**src/rtl/shield_hit_detector_pkg.sv**
```systemverilog
// rtl/shield_hit_detector_pkg.sv - shared types and limits for the shield hit detector
// Optional feature macro used across the bundle: SHIELD_HIT_STATS_EN.
package shield_pkg;

  typedef enum logic {ARMED, SPENT} hit_state_t;

  localparam int MAX_BOMB_SOURCES = 4;

endpackage

```
**src/rtl/shield_hit_detector_if.sv**
```systemverilog
// rtl/shield_hit_detector_if.sv - raster request / collision bundle between drawers and the detector
// SHIELD_HIT_STATS_EN adds the hitCount return signal.
interface shield_hit_detector_if #(
  parameter int BOMB_SOURCES = 2
);
  logic                    startOfFrame;
  logic                    playGame;
  logic                    shieldDR;
  logic                    missileDR;
  logic [BOMB_SOURCES-1:0] bombDR;
  logic                    alienDR;
  logic                    collision;
  logic                    collisionShield_alien;
  logic                    missileHit;
  logic [BOMB_SOURCES-1:0] bombHit;
`ifdef SHIELD_HIT_STATS_EN
  logic [15:0]             hitCount;
`endif

  modport master (
`ifdef SHIELD_HIT_STATS_EN
    input  hitCount,
`endif
    output startOfFrame, playGame, shieldDR, missileDR, bombDR, alienDR,
    input  collision, collisionShield_alien, missileHit, bombHit
  );

  modport slave (
`ifdef SHIELD_HIT_STATS_EN
    output hitCount,
`endif
    input  startOfFrame, playGame, shieldDR, missileDR, bombDR, alienDR,
    output collision, collisionShield_alien, missileHit, bombHit
  );

endinterface

```
**src/rtl/shield_hit_detector_fsm.sv**
```systemverilog
// rtl/shield_hit_detector_fsm.sv - per-projectile armed/spent tracker with registered hit pulse
module projectile_hit_fsm
  import shield_pkg::*;
(
  input  logic clk,
  input  logic resetN,
  input  logic i_sof,
  input  logic i_play,
  input  logic i_overlap,
  output logic o_strike,
  output logic o_hit
);

  hit_state_t r_state;
  logic       r_hit;

  // Strike is live on the very first overlapping pixel while armed.
  assign o_strike = (r_state == ARMED) & i_overlap;
  assign o_hit    = r_hit;

  always_ff @(posedge clk or negedge resetN) begin
    if (!resetN) begin
      r_state <= ARMED;
      r_hit   <= 1'b0;
    end else if (!i_play) begin
      r_state <= ARMED;
      r_hit   <= 1'b0;
    end else if (i_sof) begin
      // Frame start re-arms even when it coincides with an overlap.
      r_state <= ARMED;
      r_hit   <= 1'b0;
    end else if (o_strike) begin
      r_state <= SPENT;
      r_hit   <= 1'b1;
    end else begin
      r_hit   <= 1'b0;
    end
  end

endmodule

```
**src/rtl/shield_hit_detector.sv**
```systemverilog
// rtl/shield_hit_detector.sv - shield/projectile and shield/alien overlap detector feeding the shield bitmap
// Optional hit statistics counter enabled by SHIELD_HIT_STATS_EN.
module shield_hit_detector
  import shield_pkg::*;
#(
  parameter int BOMB_SOURCES   = 2,
  parameter bit ALIEN_DEBOUNCE = 1'b1
) (
  input  logic                  clk,
  input  logic                  resetN,
  shield_hit_detector_if.slave  bus
);

  localparam int NSRC = 1 + BOMB_SOURCES;

  logic [NSRC-1:0] w_src_dr;
  logic [NSRC-1:0] w_strike;
  logic [NSRC-1:0] w_hit;
  logic            w_collision;
  logic            w_alien_live;

  // Source 0 is the player missile, sources 1.. are the bombs.
  assign w_src_dr = {bus.bombDR, bus.missileDR};

  for (genvar g = 0; g < NSRC; g++) begin : g_src
    projectile_hit_fsm u_fsm (
      .clk       (clk),
      .resetN    (resetN),
      .i_sof     (bus.startOfFrame),
      .i_play    (bus.playGame),
      .i_overlap (w_src_dr[g] & bus.shieldDR & bus.playGame),
      .o_strike  (w_strike[g]),
      .o_hit     (w_hit[g])
    );
  end

  assign w_collision    = resetN & (|w_strike);
  assign bus.collision  = w_collision;
  assign bus.missileHit = w_hit[0];
  assign bus.bombHit    = w_hit[NSRC-1:1];

  assign w_alien_live = bus.alienDR & bus.shieldDR & bus.playGame;

  if (ALIEN_DEBOUNCE) begin : g_alien_latch
    logic r_alien_latch;

    always_ff @(posedge clk or negedge resetN) begin
      if (!resetN) begin
        r_alien_latch <= 1'b0;
      end else if (!bus.playGame || bus.startOfFrame) begin
        r_alien_latch <= 1'b0;
      end else if (w_alien_live) begin
        r_alien_latch <= 1'b1;
      end
    end

    // Live term ORed in so the first overlapping pixel is not delayed.
    assign bus.collisionShield_alien = resetN & bus.playGame & (w_alien_live | r_alien_latch);
  end else begin : g_alien_raw
    assign bus.collisionShield_alien = resetN & w_alien_live;
  end

`ifdef SHIELD_HIT_STATS_EN
  logic        r_play_d;
  logic [15:0] r_hit_count;

  always_ff @(posedge clk or negedge resetN) begin
    if (!resetN) begin
      r_play_d    <= 1'b0;
      r_hit_count <= 16'd0;
    end else begin
      r_play_d <= bus.playGame;
      if (r_play_d && !bus.playGame) begin
        r_hit_count <= 16'd0;
      end else if (w_collision && (r_hit_count != 16'hFFFF)) begin
        r_hit_count <= r_hit_count + 16'd1;
      end
    end
  end

  assign bus.hitCount = r_hit_count;
`endif

endmodule

```
**src/flat_wrapper.sv**
```systemverilog
// flat-port wrapper written by rule: the top's interface ports become plain ports
module shield_hit_detector_flat import shield_pkg::*;
#(
  parameter int BOMB_SOURCES   = 2,
  parameter bit ALIEN_DEBOUNCE = 1'b1
)
  (clk, resetN, bus_startOfFrame, bus_playGame, bus_shieldDR, bus_missileDR, bus_bombDR, bus_alienDR, bus_collision, bus_collisionShield_alien, bus_missileHit, bus_bombHit);
  shield_hit_detector_if #(.BOMB_SOURCES(BOMB_SOURCES)) bus_i ();
  input  logic clk;
  input  logic resetN;
  input wire logic [$bits(bus_i.startOfFrame)-1:0] bus_startOfFrame;
  input wire logic [$bits(bus_i.playGame)-1:0] bus_playGame;
  input wire logic [$bits(bus_i.shieldDR)-1:0] bus_shieldDR;
  input wire logic [$bits(bus_i.missileDR)-1:0] bus_missileDR;
  input wire logic [$bits(bus_i.bombDR)-1:0] bus_bombDR;
  input wire logic [$bits(bus_i.alienDR)-1:0] bus_alienDR;
  output wire logic [$bits(bus_i.collision)-1:0] bus_collision;
  output wire logic [$bits(bus_i.collisionShield_alien)-1:0] bus_collisionShield_alien;
  output wire logic [$bits(bus_i.missileHit)-1:0] bus_missileHit;
  output wire logic [$bits(bus_i.bombHit)-1:0] bus_bombHit;
  assign bus_i.startOfFrame = bus_startOfFrame;
  assign bus_i.playGame = bus_playGame;
  assign bus_i.shieldDR = bus_shieldDR;
  assign bus_i.missileDR = bus_missileDR;
  assign bus_i.bombDR = bus_bombDR;
  assign bus_i.alienDR = bus_alienDR;
  assign bus_collision = bus_i.collision;
  assign bus_collisionShield_alien = bus_i.collisionShield_alien;
  assign bus_missileHit = bus_i.missileHit;
  assign bus_bombHit = bus_i.bombHit;
  shield_hit_detector #(.BOMB_SOURCES(BOMB_SOURCES), .ALIEN_DEBOUNCE(ALIEN_DEBOUNCE)) u_core (.clk(clk), .resetN(resetN), .bus(bus_i));
endmodule
```
**config.mk**
```make
export PLATFORM = sky130hd
export DESIGN_NAME = shield_hit_detector_flat
export DESIGN_NICKNAME = d
export VERILOG_FILES = /design/src/rtl/shield_hit_detector_pkg.sv /design/src/rtl/shield_hit_detector_if.sv /design/src/rtl/shield_hit_detector_fsm.sv /design/src/rtl/shield_hit_detector.sv /design/src/flat_wrapper.sv
export SDC_FILE = /design/constraint.sdc
export NUM_CORES = 1
export LEC_CHECK = 0
export CORE_AREA = 2 2 39 41
export DETAILED_ROUTE_END_ITERATION = 8
export DIE_AREA = 0 0 41 43
export PLACE_DENSITY = 0.56
export SLEW_MARGIN = 20
export SYNTH_ARGS = -nofsm -noshare
export SYNTH_HDL_FRONTEND = slang
export SYNTH_SLANG_ARGS = --single-unit
```
**constraint.sdc**
```tcl
create_clock -name clk -period 0.8 [get_ports clk]
set_input_delay 0.16 -clock clk [delete_from_list [all_inputs] [get_ports clk]]
set_output_delay 0.16 -clock clk [all_outputs]
set_load 0.005 [all_outputs]
```
==> impl_metrics.json, run 1 <==
{
  "cp_max_fo": 2,
  "design_area_um2": 585.6,
  "clkSinkCount": 7,
  "wl_um": 831,
  "top_level_ports": 14,
  "ir_drop_mv": 0.4884,
  "grt_pass1_wl_um": 1214,
  "synthTopCellsByCount": "dfrtp_1, nor2_1, a21oi_1, nand2_1, nand2b_1",
  "min_period_ns": 1.227,
  "end_kind": "output port",
  "ys_types": 11,
  "r2r-end": "u_core.g_src[0].u_fsm.o_hit$_DFF_PN0_",
  "cellLeakagePower_nw": 0.2885,
  "core_area_mm2": 0.001384,
  "hold_buffers": 0,
  "setup.worst_path.end": "bus_collision",
  "final.setup_skew_ns": 0.003499,
  "avgViaCountPerCell": 4.301,
  "cts_tree": "yes",
  "rrSetupSlack_ns": -0.17,
  "cp-start-kind": "register",
  "instances_no_fill": 73,
  "synth_edf_count": 0,
  "syn_avg_cell_area_um2": 10.13,
  "area_growth_pct": 92.59,
  "yosys_warnings": 0,
  "antenna_found_initial": 0,
  "p_total_mw": 0.8792,
  "post-route-util": 0.4231,
  "htree_num_levels": 1,
  "drv_cap": 0,
  "drt_drc_violations_left": 0,
  "gr-total-overflow": 0,
  "async_flop_share": 1.000,
  "worst_pin_slew_ns": 0.1609,
  "diodes": 0,
  "maxSlewViolCount": 0,
  "cp.arrival_ns": 1.07,
  "die-area_mm2": 0.001763,
  "rsz0062_at_grt": "yes",
  "grt_util_all_layers": 0.1112,
  "violations": "hold timing, setup timing",
  "synth-main-ff-cell": "dfrtp_1",
  "synth.net_count": 39,
  "initial_utilization": 0.2197,
  "port_buffers": 13,
  "grt_pass1_vias": 330,
  "die_width_um": 41,
  "p_sw_frac": 0.2519,
  "cts_made_buffers": 3,
  "postRouteAntennaNets": 0,
  "p_int_mw": 0.6578,
  "r2r_cells": 4,
  "min_period_over_period": 1.533,
  "via_count": 314,
  "crit_required_ns": 0.64,
  "clockPowerShare": 0.378,
  "fmax_mhz": 815.3,
  "hold_path.class": "in2async",
  "dpl.hpwl_um": 580.4,
  "first_pass_iters": 3,
  "syn_area_um2": 304.0,
  "die_h_um": 43,
  "yosysMostFrequentCell": "dfrtp_1",
  "yosys.area.top_type_share": 0.5761,
  "seq_power_share": 0.421,
  "place.gp.congestion": 0.6420,
  "finalWorstSetupSlack_ns": -0.4265,
  "p_sw_mw": 0.2214,
  "synth_cells": 30,
  "place_area_um2": 514.2,
  "critPathKind": "reg2out",
  "slew_headroom": 0.8928,
  "wire_per_inst_um": 11.38,
  "setup_viol": 6,
  "yosys-top-cells-area": "dfrtp_1, a21oi_1, nand2b_1",
  "synth_seq_area_share": 0.5761,
  "pwr-share-comb": 0.202,
  "yosysTopAreaCell": "dfrtp_1",
  "report.final.hold_viol_count": 3,
  "nets": 67,
  "drive_gt1_frac": 0.5439,
  "r2r_start": "u_core.g_src[0].u_fsm.r_state$_DFFE_PN0P_",
  "power_density_mw_per_mm2": 1501,
  "dpl.cell_count": 67,
  "drt_iter0_markers": 2,
  "pre_cts_ws_ns": -0.8070,
  "insertion_delay_ns": 0.26,
  "holdWs_ns": -0.001809,
  "status": "complete, but fails checks",
  "grt_max_degree": 6,
  "clock-root-buffer": "clkbuf_4",
  "crit_start": "u_core.g_src[0].u_fsm.r_state$_DFFE_PN0P_",
  "row_count": 14,
  "synth-seq-cells": 7,
  "clockBufferDepth": 2,
  "cts.reportedPaths.clkPinSlew_ns": 0.05
}
final cells by class:
class | instances | area (um2)
Timing Repair Buffer | 25 | 192.7
Multi-Input combinational cell | 21 | 171.4
Sequential cell | 7 | 175.2
Clock buffer | 4 | 26.28
Tap cell | 16 | 20.02
Fill cell | 142 | 798.3
sequential cells by signal, summed over array words and instances (netlist names):
register / count
u_core.g_alien_latch.r_alien_latch: 1
u_core.g_src.u_fsm.r_state: 3
u_core.g_src.u_fsm.o_hit: 3
repair_timing:
item | 4_1_cts | 5_1_grt
setup buffers | 2 | 2
resized for setup | 31 | 4
pin swaps | 3 | 3
setup endpoints to repair | 12 | 9
cells by family (layout without fill, tap and decap cells):
| kind of cell | after synthesis | count (layout) | synth area share |
|---|---|---|---|
| AO/OA/AOI/OAI | 5 | 5 | 0.08644 |
| buffers and inverters | 2 | 29 | 0.04937 |
| flip-flops | 7 | 7 | 0.5761 |
| AND/OR/NAND/NOR | 16 | 16 | 0.2881 |
stage by stage:
step | setup TNS (ns) | hold WS (ns)
detailed placement | -4.185 | 0.4861
global placement | -4.048 | 0.4708
floorplan | -0.04024 | -0.1356
global route | -1.469 | 0.006332
finish | -1.152 | -0.001809
CTS | -1.183 | 0.004188
critical path, stage by stage (launching register included):
cell      delay, ns
dfrtp_1        0.38
nand2b_4       0.15
a31oi_4        0.15
buf_2          0.12
worst min-delay path by stage:
stage,start,endpoint,slack [ns],depth (start not counted)
finish,resetN,u_core.g_src[0].u_fsm.o_hit$_DFF_PN0_,-0.002,2
global route,resetN,u_core.g_src[0].u_fsm.o_hit$_DFF_PN0_,0.006,2
CTS,resetN,u_core.g_src[0].u_fsm.o_hit$_DFF_PN0_,0.004,2
detailed placement,u_core.g_src[1].u_fsm.r_state$_DFFE_PN0P_,u_core.g_src[1].u_fsm.r_state$_DFFE_PN0P_,0.49,2
floorplan,resetN,u_core.g_alien_latch.r_alien_latch$_DFFE_PN0P_,-0.14,0
global placement,u_core.g_src[0].u_fsm.r_state$_DFFE_PN0P_,u_core.g_src[0].u_fsm.r_state$_DFFE_PN0P_,0.47,2
cells in the final DEF, fill, tap and decap left out:
master / netlist / layout
clkbuf_1: 0 / 1
a21oi_2: 0 / 2
clkbuf_4: 0 / 3
nor2_2: 0 / 1
a21oi_1: 4 / 2
buf_6: 0 / 1
clkdlybuf4s50_1: 0 / 3
nor2_1: 5 / 4
nand2b_4: 1 / 4
dlygate4sd2_1: 0 / 5
buf_4: 2 / 11
nand3_1: 1 / 1
nand2_1: 3 / 3
nor3_2: 1 / 3
a31oi_4: 0 / 1
dfrtp_1: 7 / 7
buf_2: 0 / 5
metal layers:
layer / vias up / wire length, um / GRT usage
li1: 151 / - / -
met1: 147 / 284 / 0.09868
met2: 14 / 441 / 0.1750
met3: 2 / 82 / 0.04712
met4: 0 / 23 / 0.1000
met5: - / 0 / 0
power by group through the flow:
stage                     Clock, mW  Sequential (mW)  Combinational [mW]
after floorplan                   0            0.375              0.0393
after global placement            0            0.374               0.153
after detailed placement          0            0.375               0.154
after CTS                     0.341            0.369               0.162
after global routing          0.369            0.371               0.194
final                         0.332            0.370               0.177
(Power assumes the default switching activity.)
==> run 2: changes to the inputs <==
Settings changed: MAX_ROUTING_LAYER set to met4.
==> run 2 against run 1 <==
Power down 0.41%. Via count decreased by 0.32%. Cell area unchanged. Hold slack better by 0.00058 ns. The run still ends with hold timing, setup timing left. Core utilization unchanged.
==> impl_metrics.json, run 2 (synthesis gave the netlist of run 1 again) <==
{
  "status": "complete, but fails checks",
  "violations": "hold timing, setup timing",
  "met2_usage": 0.1750,
  "ir_drop_mv": 0.4878,
  "holdWs_ns": -0.001228,
  "clockBufferDepth": 2,
  "cp_max_fo": 2,
  "drt_drc_violations_left": 0,
  "layout_common_cells": "buf_4, dfrtp_1, dlygate4sd2_1, buf_2",
  "min_period_over_period": 1.531,
  "min_period_ns": 1.224,
  "cts.reportedPaths.clkPinSlew_ns": 0.05,
  "end_kind": "output port",
  "met3_usage": 0.04712,
  "avgViaCountPerCell": 4.288,
  "final_common_cell": "buf_4",
  "cp-start-kind": "register",
  "port_buffers": 13,
  "drive_gt1_frac": 0.5439,
  "rrSetupSlack_ns": -0.17,
  "fmax_mhz": 816.7,
  "drt_iter0_markers": 0,
  "wl_um": 836,
  "worst_pin_slew_ns": 0.1601,
  "initial_utilization": 0.2197,
  "die_h_um": 43,
  "hold_path.class": "in2async",
  "finalWorstSetupSlack_ns": -0.4245,
  "crit_required_ns": 0.64,
  "grt_pass1_vias": 328,
  "grt_max_degree": 6,
  "cts_made_buffers": 3,
  "report.final.hold_viol_count": 3,
  "cts_tree": "yes",
  "insertion_delay_ns": 0.26,
  "grt_util_all_layers": 0.1140,
  "nets": 67,
  "antenna_found_initial": 0,
  "r2r_cells": 4,
  "core_area_mm2": 0.001384,
  "die_width_um": 41,
  "htree_num_levels": 1,
  "drv_cap": 0,
  "gr-total-overflow": 0,
  "cellLeakagePower_nw": 0.2885,
  "via_count": 313,
  "cp.arrival_ns": 1.06,
  "diodes": 0,
  "top_level_ports": 14,
  "grt_pass1_wl_um": 1207,
  "final.setup_skew_ns": 0.004599,
  "clock-root-buffer": "clkbuf_4",
  "postRouteAntennaNets": 0,
  "slew_headroom": 0.8932,
  "place_area_um2": 514.2,
  "area_growth_pct": 92.59,
  "setup_viol": 6,
  "wire_per_inst_um": 11.45,
  "power_density_mw_per_mm2": 1495,
  "met1_usage": 0.09868,
  "dpl.hpwl_um": 580.4,
  "place.gp.congestion": 0.6475,
  "rsz0062_at_grt": "yes",
  "hold_buffers": 0,
  "grt_busiest_layer": "met2",
  "first_pass_iters": 1,
  "clkSinkCount": 7,
  "maxSlewViolCount": 0,
  "row_count": 14,
  "design_area_um2": 585.6,
  "die-area_mm2": 0.001763,
  "critPathKind": "reg2out"
}
## run 2: cell counts in the layout (fill, tap and decap cells not counted)
No cell type changed its count.
## run 2: timing repair
item / 4_1_cts / 5_1_grt
setup buffers: 2 / 2
pin swaps: 3 / 3
gates resized for setup: 31 / 4
endpoints found under the setup margin: 12 / 9
cloned: 0 / 0
## run 2: worst paths after layout
check,from,endpoint
setup / recovery,u_core.g_src[0].u_fsm.r_state$_DFFE_PN0P_,bus_collision
hold / removal,resetN,u_core.g_src[0].u_fsm.o_hit$_DFF_PN0_
setup reg to reg,u_core.g_src[0].u_fsm.r_state$_DFFE_PN0P_,u_core.g_src[0].u_fsm.o_hit$_DFF_PN0_
hold reg to reg,u_core.g_src[1].u_fsm.r_state$_DFFE_PN0P_,u_core.g_src[1].u_fsm.r_state$_DFFE_PN0P_
max in group asynchronous,resetN,u_core.g_src[2].u_fsm.r_state$_DFFE_PN0P_
min in group clk,bus_alienDR,u_core.g_alien_latch.r_alien_latch$_DFFE_PN0P_
## run 2: report_power, final
part / total (mW) / internal [mW] / leakage (nW) / switching, mW
Combinational: 0.177 / 0.102 / 0.178 / 0.0755
Clock: 0.328 / 0.191 / 0.0150 / 0.138
Sequential: 0.370 / 0.365 / 0.0959 / 0.00474
## run 2: metal layers
layer | part of all wire | wire length [um]
met1 | 0.33 | 280
met5 | 0 | 0
met3 | 0.098 | 82
met4 | 0.028 | 23
met2 | 0.54 | 449
## run 2: layout make-up
class	instances	area [um2]
Sequential cell	7	175.2
Clock buffer	4	26.28
Tap cell	16	20.02
Multi-Input combinational cell	21	171.4
Timing Repair Buffer	25	192.7
Fill cell	142	798.3
## run 2: worst max-delay path, stage by stage (launching register included)
cell and delay (ns):
dfrtp_1 0.38, nand2b_4 0.15, a31oi_4 0.15, buf_2 0.12
## run 2: metrics by stage
step	utilization	setup slack, ns	TNS, ns	instances	power [mW]
floorplan	-	-0.04024	-0.04024	30	0.4141
global placement	0.3716	-0.8060	-4.048	67	0.5272
detailed placement	0.3716	-0.8070	-4.185	67	0.5286
CTS	0.3987	-0.4184	-1.183	72	0.8721
global route	0.4231	-0.4878	-1.470	73	0.9336
finish	0.4231	-0.4245	-1.143	73	0.8756
==> run 3: changes to the inputs <==
Settings changed: CTS_BUF_LIST set to sky130_fd_sc_hd__clkbuf_8.
==> run 3 against run 2 <==
The flow finishes with violations (setup timing). Critical endpoint unchanged. Die area unchanged. First-iteration DRC count stayed put. Largest power group is now clock. Hold slack better by 0.034 ns. Highest routed layer unchanged. Core utilization is 1.6 points higher.
==> impl_metrics.json, run 3 (synthesis gave the netlist of run 1 again) <==
{
  "slew_headroom": 0.8883,
  "cts_tree": "yes",
  "via_count": 313,
  "cp.arrival_ns": 1.04,
  "cp-start-kind": "register",
  "pwr-share-comb": 0.168,
  "setup_tns_ns": -1.003,
  "min_period_over_period": 1.499,
  "slowest_stage": "dfrtp_1",
  "clockPowerShare": 0.474,
  "pre_cts_ws_ns": -0.8070,
  "die-area_mm2": 0.001763,
  "fmax_mhz": 834.1,
  "design_area_um2": 608.1,
  "report.final.hold_viol_count": 0,
  "wl_um": 813,
  "crit_required_ns": 0.64,
  "cellLeakagePower_nw": 0.3200,
  "htree_num_levels": 1,
  "drt_drc_violations_left": 0,
  "place.gp.congestion": 0.6475,
  "rsz0062_at_grt": "yes",
  "dpl.hpwl_um": 580.4,
  "cts.reportedPaths.clkPinSlew_ns": 0.04,
  "gr-total-overflow": 0,
  "end_kind": "output port",
  "dpl.cell_count": 67,
  "p_int_mw": 0.7970,
  "setup_viol": 6,
  "post-route-util": 0.4394,
  "min_period_ns": 1.199,
  "maxSlewViolCount": 0,
  "row_count": 14,
  "grt_max_degree": 6,
  "p_sw_mw": 0.2398,
  "place_area_um2": 514.2,
  "cp_max_fo": 2,
  "clockBufferDepth": 2,
  "p_total_mw": 1.037,
  "port_buffers": 13,
  "hold_path.class": "in2async",
  "clkSinkCount": 7,
  "postRouteAntennaNets": 0,
  "wire_per_inst_um": 11.14,
  "critPathKind": "reg2out",
  "path_cells": "nand2b_4 -> a31oi_4 -> buf_2",
  "grt_pass1_wl_um": 1186,
  "seq_power_share": 0.358,
  "insertion_delay_ns": 0.23,
  "instances_no_fill": 73,
  "final.setup_skew_ns": 0.001821,
  "final_common_cell": "buf_4",
  "ir_drop_mv": 0.5733,
  "status": "complete, but fails checks",
  "power_density_mw_per_mm2": 1705,
  "die_width_um": 41,
  "core_area_mm2": 0.001384,
  "violations": "setup timing",
  "avgViaCountPerCell": 4.288,
  "first_pass_iters": 1,
  "max_stage_delay_ns": 0.38,
  "drv_cap": 0,
  "grt_pass1_vias": 314,
  "top_level_ports": 14,
  "holdWs_ns": 0.03242,
  "area_growth_pct": 100.0,
  "die_h_um": 43,
  "layout_common_cells": "buf_4, dfrtp_1, dlygate4sd2_1",
  "diodes": 0,
  "initial_utilization": 0.2197,
  "drive_gt1_frac": 0.5439,
  "finalWorstSetupSlack_ns": -0.3990,
  "cts_made_buffers": 3,
  "worst_pin_slew_ns": 0.1676,
  "grt_util_all_layers": 0.1130,
  "antenna_found_initial": 0,
  "p_sw_frac": 0.2313,
  "clock-root-buffer": "clkbuf_8",
  "drt_iter0_markers": 0,
  "nFillCells": 134,
  "nets": 67
}
[run 3: cell type report]
class | instances | area, um2 | area share
Sequential cell | 7 | 175.2 | 0.2881
Clock inverter | 1 | 3.754 | 0.006173
Clock buffer | 3 | 41.29 | 0.06790
Multi-Input combinational cell | 21 | 171.4 | 0.2819
Timing Repair Buffer | 25 | 196.4 | 0.3230
Tap cell | 16 | 20.02 | 0.03292
[run 3: worst max-delay path: cells and delay by family, from the launching register on]
kind	cells	cell delay (ns)
AND/OR/NAND/NOR	1	0.15
AO/OA/AOI/OAI	1	0.15
flip-flops	1	0.38
buffers and inverters	1	0.12
[run 3: path summary, 6_finish.rpt]
check | startpoint | endpoint | slack, ns | cells after the start
worst min register to register | u_core.g_src[1].u_fsm.r_state$_DFFE_PN0P_ | u_core.g_src[1].u_fsm.r_state$_DFFE_PN0P_ | 0.50 | 2
min in group clk | bus_startOfFrame | u_core.g_src[0].u_fsm.o_hit$_DFF_PN0_ | 0.25 | 3
max in group asynchronous | resetN | u_core.g_src[2].u_fsm.r_state$_DFFE_PN0P_ | 0.66 | 2
worst min-delay path | resetN | u_core.g_src[0].u_fsm.o_hit$_DFF_PN0_ | 0.03 | 2
worst max register to register | u_core.g_src[0].u_fsm.r_state$_DFFE_PN0P_ | u_core.g_src[0].u_fsm.o_hit$_DFF_PN0_ | -0.17 | 4
worst max-delay path | u_core.g_src[0].u_fsm.r_state$_DFFE_PN0P_ | bus_collision | -0.40 | 3
[run 3: per-layer routing]
metal	vias up	track usage	routed length (um)
li1	151	-	-
met1	146	0.09868	281
met2	14	0.1719	421
met3	2	0.04712	85
met4	0	0.1000	25
met5	-	-	0
[run 3: repair_timing]
item	CTS	global route
gates resized for setup	31	7
hold endpoints to repair	0	0
pin swaps	4	2
endpoints found under the setup margin	12	10
gates cloned	0	0
hold buffers	0	0
buffers inserted	2	1
[run 3: power groups by stage]
stage	clock network (mW)	logic, mW	registers [mW]
4_1_cts	0.506	0.157	0.371
6_report	0.492	0.174	0.371
2_1_floorplan	0	0.0393	0.375
3_3_place_gp	0	0.153	0.374
5_1_grt	0.519	0.191	0.372
3_5_place_dp	0	0.154	0.375
